<file path="config.mk">
export PLATFORM = sky130hd
export DESIGN_NAME = ah_wrr_arbiter_flat
export DESIGN_NICKNAME = d
export VERILOG_FILES = /design/src/rtl/ah_wrr_arbiter_if.sv /design/src/rtl/ah_wrr_arbiter.sv /design/src/flat_wrapper.sv
export SDC_FILE = /design/constraint.sdc
export NUM_CORES = 1
export LEC_CHECK = 0
export CAP_MARGIN = 10
export CORE_MARGIN = 5
export CORE_UTILIZATION = 40
export DETAILED_ROUTE_END_ITERATION = 10
export SYNTH_ARGS = -nofsm -noshare
export SYNTH_HDL_FRONTEND = slang
export SYNTH_SLANG_ARGS = --single-unit
</file>
<file path="constraint.sdc">
create_clock -name clk -period 8.8 [get_ports clk]
set_input_delay 2.2 -clock clk [delete_from_list [all_inputs] [get_ports clk]]
set_output_delay 2.2 -clock clk [all_outputs]
set_load 0.1 [all_outputs]
</file>
<file path="src/rtl/ah_wrr_arbiter_if.sv">
// Request/grant bundle between requesters, the consumer and ah_wrr_arbiter.
// master = requester/consumer side, slave = arbiter side.
interface ah_wrr_arbiter_if #(
  parameter int N  = 16,
  parameter int WW = 6
);
  localparam int IW = $clog2(N);

  logic [N-1:0]    req;
  logic            cfg_mode;
  logic [N*WW-1:0] cfg_weight;
  logic            gnt_ready;
  logic [N-1:0]    grant;
  logic            grant_valid;
  logic [IW-1:0]   grant_id;
  logic            refresh;

  modport master (
    output req, cfg_mode, cfg_weight, gnt_ready,
    input  grant, grant_valid, grant_id, refresh
  );

  modport slave (
    input  req, cfg_mode, cfg_weight, gnt_ready,
    output grant, grant_valid, grant_id, refresh
  );
endinterface

</file>
<file path="src/rtl/ah_wrr_arbiter.sv">
// Weighted round-robin arbiter: N requesters, per-requester WW-bit credits,
// registered one-hot grant held until the consumer accepts it.
module ah_wrr_arbiter #(
  parameter int N  = 16,
  parameter int WW = 6
) (
  input logic          clk,
  input logic          rst_n,
  ah_wrr_arbiter_if.slave bus
);
  localparam int IW = $clog2(N);
  localparam logic [IW:0] N_EXT  = (IW+1)'(N);
  localparam logic [IW-1:0] LAST = IW'(N - 1);

  logic [N-1:0]  grant_q, grant_d;
  logic          grant_valid_q, grant_valid_d;
  logic [IW-1:0] grant_id_q, grant_id_d;
  logic          refresh_q, refresh_d;
  logic [IW-1:0] ptr_q, ptr_d;
  logic [WW-1:0] credit_q [N];
  logic [WW-1:0] credit_d [N];

  logic          slot_free;
  logic [N-1:0]  credit_nz;
  logic [N-1:0]  weight_nz;
  logic [N-1:0]  eligible;
  logic [N-1:0]  refill_cand;
  logic          do_refill;
  logic [N-1:0]  cand;
  logic          found;
  logic [IW-1:0] win;
  logic [IW:0]   idx;
  logic [WW-1:0] base_credit;
  logic [WW-1:0] post_credit;
  logic [IW-1:0] win_next;

  // A held grant blocks arbitration; gnt_ready without a grant is harmless.
  assign slot_free = !grant_valid_q || bus.gnt_ready;

  always_comb begin
    for (int i = 0; i < N; i++) begin
      credit_nz[i] = (credit_q[i] != '0);
      weight_nz[i] = (bus.cfg_weight[i*WW +: WW] != '0);
    end
  end

  assign eligible    = bus.req & credit_nz;
  assign refill_cand = bus.req & weight_nz;
  assign do_refill   = bus.cfg_mode && (eligible == '0) && (refill_cand != '0);

  always_comb begin
    if (!bus.cfg_mode) begin
      cand = bus.req;
    end else if (do_refill) begin
      cand = refill_cand;
    end else begin
      cand = eligible;
    end
  end

  // Circular search starting at ptr; idx is one bit wider so the wrap is a
  // plain subtract and works for non-power-of-two N.
  always_comb begin
    found = 1'b0;
    win   = '0;
    idx   = '0;
    for (int k = 0; k < N; k++) begin
      idx = {1'b0, ptr_q} + (IW+1)'(k);
      if (idx >= N_EXT) begin
        idx = idx - N_EXT;
      end
      if (!found && cand[idx[IW-1:0]]) begin
        found = 1'b1;
        win   = idx[IW-1:0];
      end
    end
  end

  assign base_credit = do_refill ? bus.cfg_weight[win*WW +: WW] : credit_q[win];
  assign post_credit = base_credit - WW'(1);
  assign win_next    = (win == LAST) ? '0 : win + IW'(1);

  // NOTE: every always_comb output gets a default first so no path leaves a
  // signal unassigned, which would otherwise infer a latch.
  always_comb begin
    grant_valid_d = grant_valid_q;
    grant_d       = grant_q;
    grant_id_d    = grant_id_q;
    refresh_d     = 1'b0;
    ptr_d         = ptr_q;
    credit_d      = credit_q;

    if (slot_free) begin
      grant_valid_d = found;
      grant_d       = '0;
      if (found) begin
        grant_d[win] = 1'b1;
        grant_id_d   = win;
        refresh_d    = do_refill;
        if (bus.cfg_mode) begin
          if (do_refill) begin
            for (int i = 0; i < N; i++) begin
              credit_d[i] = bus.cfg_weight[i*WW +: WW];
            end
          end
          credit_d[win] = post_credit;
          ptr_d         = (post_credit != '0) ? win : win_next;
        end else begin
          ptr_d = win_next;
        end
      end
    end
  end

  // NOTE: non-blocking assignments so every flop samples pre-edge values.
  always_ff @(posedge clk or negedge rst_n) begin
    if (!rst_n) begin
      grant_q       <= '0;
      grant_valid_q <= 1'b0;
      grant_id_q    <= '0;
      refresh_q     <= 1'b0;
      ptr_q         <= '0;
      // NOTE: the credit array is reset, unlike a data RAM: zero credits are
      // what force the first weighted arbitration to refresh.
      for (int i = 0; i < N; i++) begin
        credit_q[i] <= '0;
      end
    end else begin
      grant_q       <= grant_d;
      grant_valid_q <= grant_valid_d;
      grant_id_q    <= grant_id_d;
      refresh_q     <= refresh_d;
      ptr_q         <= ptr_d;
      for (int i = 0; i < N; i++) begin
        credit_q[i] <= credit_d[i];
      end
    end
  end

  assign bus.grant       = grant_q;
  assign bus.grant_valid = grant_valid_q;
  assign bus.grant_id    = grant_id_q;
  assign bus.refresh     = refresh_q;
endmodule
</file>
<file path="src/flat_wrapper.sv">
// flat-port wrapper written by rule: the top's interface ports become plain ports
module ah_wrr_arbiter_flat 
#(
  parameter int N  = 16,
  parameter int WW = 6
)
  (clk, rst_n, bus_req, bus_cfg_mode, bus_cfg_weight, bus_gnt_ready, bus_grant, bus_grant_valid, bus_grant_id, bus_refresh);
  ah_wrr_arbiter_if #(.N(N), .WW(WW)) bus_i ();
  input logic clk;
  input logic rst_n;
  input wire logic [$bits(bus_i.req)-1:0] bus_req;
  input wire logic [$bits(bus_i.cfg_mode)-1:0] bus_cfg_mode;
  input wire logic [$bits(bus_i.cfg_weight)-1:0] bus_cfg_weight;
  input wire logic [$bits(bus_i.gnt_ready)-1:0] bus_gnt_ready;
  output wire logic [$bits(bus_i.grant)-1:0] bus_grant;
  output wire logic [$bits(bus_i.grant_valid)-1:0] bus_grant_valid;
  output wire logic [$bits(bus_i.grant_id)-1:0] bus_grant_id;
  output wire logic [$bits(bus_i.refresh)-1:0] bus_refresh;
  assign bus_i.req = bus_req;
  assign bus_i.cfg_mode = bus_cfg_mode;
  assign bus_i.cfg_weight = bus_cfg_weight;
  assign bus_i.gnt_ready = bus_gnt_ready;
  assign bus_grant = bus_i.grant;
  assign bus_grant_valid = bus_i.grant_valid;
  assign bus_grant_id = bus_i.grant_id;
  assign bus_refresh = bus_i.refresh;
  ah_wrr_arbiter #(.N(N), .WW(WW)) u_core (.clk(clk), .rst_n(rst_n), .bus(bus_i));
endmodule
</file>
==> flow_metrics.py <==
metrics = {
    "run_status": {
        "status": "completed",
    },
    "setup_path": {
        "worstPathRequired_ns": 9.12,
        "cp-end-kind": "flop",
        "startpoint_type": "input port",
        "crit_arrival_ns": 9.05,
        "slowest_stage": "o31ai_4",
        "cp_common_cell": "buf_4",
        "crit_fanout": 7,
        "max_stage_delay_ns": 0.67,
        "path_class": "input port to flop",
    },
    "logic_synthesis": {
        "synth_flop_cell": "dfrtp_1",
        "syn_inst": 1533,
        "synth.distinct_cells": 109,
        "syn-num-nets": 1662,
        "async_flop_share_pct": 100.0,
        "syn_area_um2": 11680,
        "yosysSeqAreaShare_pct": 26.13,
        "ys_seq_elements": 122,
        "avgSynthCellArea_um2": 7.622,
        "yosysWarnings": 0,
        "synth-edff-count": 0,
    },
    "timing": {
        "min_period_ns": 8.723,
        "rsz0062_at_grt": "true",
        "maxSlewHeadroom_pct": 32.68,
        "fin_crit_sh_pct": 99.12,
        "slew_viol_final": 0,
        "worst_clock_skew_ns": 0.01712,
        "fmax_mhz": 114.6,
        "setup_violations": 0,
        "worst_slew_pin_slew_ns": 1.007,
        "hold_viol_final": 0,
        "tns_ns": 0,
    },
    "die": {
        "chipHeight_um": 180.9,
        "placementRows": 62,
        "start_util_pct": 40.60,
        "die_w_um": 180.9,
        "io_pins": 138,
        "design.core.area_um2": 28780,
        "die_area_um2": 32730,
    },
    "placed_design": {
        "dp_cells": 2394,
        "dp.final_hpwl_um": 50540,
        "gp_congestion": 1.026,
        "port_buffers": 137,
        "post_dp_cell_area_um2": 16560,
    },
    "cells_and_area": {
        "syn_to_final_growth_pct": 56.78,
        "fillCellCount": 2577,
        "instances_no_fill": 2467,
        "nNetsFinal": 2197,
        "design_area_um2": 18320,
        "drive_above_1_share_pct": 33.35,
    },
    "routing": {
        "via_per_inst": 6.475,
        "wl_um": 65590,
        "route.detailed.drc": 0,
        "drtPass1Iterations": 9,
        "wire_per_inst_um": 26.59,
        "drt-initial-drc-count": 2072,
        "vias": 15975,
        "ant_nets": 0,
    },
    "global_routing": {
        "globalRouteOverflowTotal": 0,
        "antenna_found_initial": 1,
        "grt_usage_pct": 38.07,
        "grt_max_degree": 73,
        "grt_pass1_wl_um": 95900,
        "grt_pass1_vias": 15520,
    },
    "clock_tree": {
        "clockBufferDepth": 2,
        "clkTransAtPathRegs_ns": 0.07,
        "cts.root.buffer_cell": "clkbuf_16",
        "h-tree-depth": 4,
        "cts_hold_buf": 0,
        "cts_sinks": 122,
        "numCtsBuffers": 17,
        "worstSkewPairLatency_ns": 0.44,
        "cts_tree": "yes",
    },
    "run": {
        "max-cap-violations": 0,
    },
    "hold_path": {
        "worstHoldPathType": "flop to flop",
    },
}
[cells by family (layout without fill, tap and decap cells)]
logic type	after synthesis	after routing	share of synthesized area (%)
compound gates	568	568	34.03
fa+ha+maj	13	13	1.392
buf+inv	128	676	5.011
other cells	0	2	0
xor+xnor	21	21	1.574
flops	122	122	26.13
simple gates	608	608	24.39
mux	73	73	7.474
[metrics by stage]
step           setup WS, ns  hold WS, ns  utilization, %
4_1_cts           -0.008604       0.4854           61.60
3_3_place_gp        -0.7535       0.4607           57.53
6_report            0.07726       0.4790           63.66
2_1_floorplan        0.2666       0.5039               -
5_1_grt            -0.07298       0.5144           63.64
3_5_place_dp        -0.8436       0.4692           57.53
[Yosys cell counts (all sizes together), types with 6 or more instances]
| cell | instances | share of area, % |
|---|---|---|
| buf | 46 | 2.4 |
| nand4 | 15 | 0.93 |
| o32ai | 6 | 0.51 |
| clkbuf | 51 | 1.6 |
| or3 | 8 | 0.43 |
| a31oi | 31 | 1.7 |
| a22o | 7 | 0.52 |
| and3 | 16 | 0.90 |
| a22oi | 9 | 0.79 |
| a211o | 6 | 0.45 |
| dfrtp | 122 | 26 |
| mux4 | 10 | 1.9 |
| o21ai | 63 | 2.8 |
| a21o | 13 | 0.84 |
| ha | 13 | 1.4 |
| o31a | 11 | 0.82 |
| mux2 | 14 | 1.3 |
| a211oi | 19 | 1.4 |
| a32oi | 16 | 1.2 |
| a221oi | 11 | 0.82 |
| nor2 | 167 | 5.4 |
| o31ai | 13 | 1.0 |
| mux2i | 49 | 4.2 |
| nand2b | 12 | 0.64 |
| o21a | 13 | 0.84 |
| and2 | 17 | 0.91 |
| or2 | 9 | 0.48 |
| xor2 | 6 | 0.45 |
| o211ai | 22 | 1.4 |
| nand3 | 71 | 3.1 |
| nor4 | 21 | 1.4 |
| xnor2 | 15 | 1.1 |
| o41a | 8 | 0.77 |
| o2111ai | 8 | 0.65 |
| inv | 28 | 0.90 |
| o22ai | 98 | 5.2 |
| or4 | 16 | 1.1 |
| nor3 | 18 | 0.81 |
| a21oi | 146 | 6.4 |
| nand2 | 223 | 7.2 |
[per-layer routing]
| metal | GRT usage (%) | part of all wire (%) | up-vias |
|---|---|---|---|
| met5 | 0 | 0.020 | - |
| met4 | 20.66 | 6.7 | 2 |
| met3 | 9.793 | 12 | 279 |
| met2 | 58.09 | 43 | 1208 |
| met1 | 49.39 | 39 | 7540 |
| li1 | - | - | 6946 |
[final cells by class]
class                           count  area, µm²  share of cell area (%)
Antenna cell                        2      5.005                 0.02732
Clock inverter                     14      186.4                   1.018
Multi-Input combinational cell   1283       8766                   47.85
Sequential cell                   122       3053                   16.66
Tap cell                          384      480.5                   2.623
Clock buffer                       18      429.2                   2.343
Inverter                           31      121.4                  0.6625
Timing Repair Buffer              613       5279                   28.81
[cell usage in the layout, fill, tap and decap left out, types with 9 or more instances in the layout]
master           instances
nor2_1                 159
dfrtp_1                122
a21o_1                  13
xnor2_1                 14
mux2_2                  14
o31a_1                  11
and2_1                  12
a21oi_1                142
o22ai_1                 95
or4_4                    9
o21a_1                  10
and3_1                  15
ha_1                    12
mux2i_1                 43
o21ai_0                 50
a32oi_1                 14
nor3_1                  15
o211ai_1                22
dlymetal6s2s_1          18
buf_6                   16
nand2b_1                11
inv_1                   24
nand3_1                 66
nand2_1                215
clkbuf_16               17
a31oi_1                 27
nand4_1                 14
nor4_1                  14
a211oi_1                12
mux4_2                  10
buf_12                  18
buf_4                  439
clkdlybuf4s50_1        112
[flip-flops by register name, summed over array words and instances, names as in the netlist]
name                    flops
u_core.bus.grant           16
u_core.bus.grant_id         4
u_core.ptr_q                4
u_core.bus.refresh          1
u_core.credit_q            96
u_core.bus.grant_valid      1
[repair_timing]
item,in CTS,in global routing
cloned,1,0
pin swaps,31,71
setup endpoints to repair,84,84
gates resized for setup,72,123
setup buffers,24,15
[worst max-delay path, delay by kind of cell]
family          cells  cell delay (ns)
compound gates     10             2.90
buf+inv             9             1.80
mux                 1             0.20
simple gates       10             1.92
[path summary, 6_finish.rpt]
kind / startpoint / endpoint / slack (ns) / cells past startpoint
min in group asynchronous: rst_n / u_core.credit_q[11]$_DFFE_PN0P_ / 1.79 / 1
min: u_core.bus.grant_id[0]$_DFFE_PN0P_ / u_core.bus.grant_id[0]$_DFFE_PN0P_ / 0.48 / 2
min reg2reg: u_core.bus.grant_id[0]$_DFFE_PN0P_ / u_core.bus.grant_id[0]$_DFFE_PN0P_ / 0.48 / 2
max reg2reg: u_core.credit_q[0]$_DFFE_PN0P_ / u_core.ptr_q[1]$_DFFE_PN0P_ / 1.35 / 30
max: bus_req[11] / u_core.ptr_q[1]$_DFFE_PN0P_ / 0.08 / 30
max in group asynchronous: rst_n / u_core.credit_q[27]$_DFFE_PN0P_ / 5.53 / 2
Power is left out: the tool's default activity adds up to more than one toggle a clock period on the data nets, which glitch-free logic cannot reach.
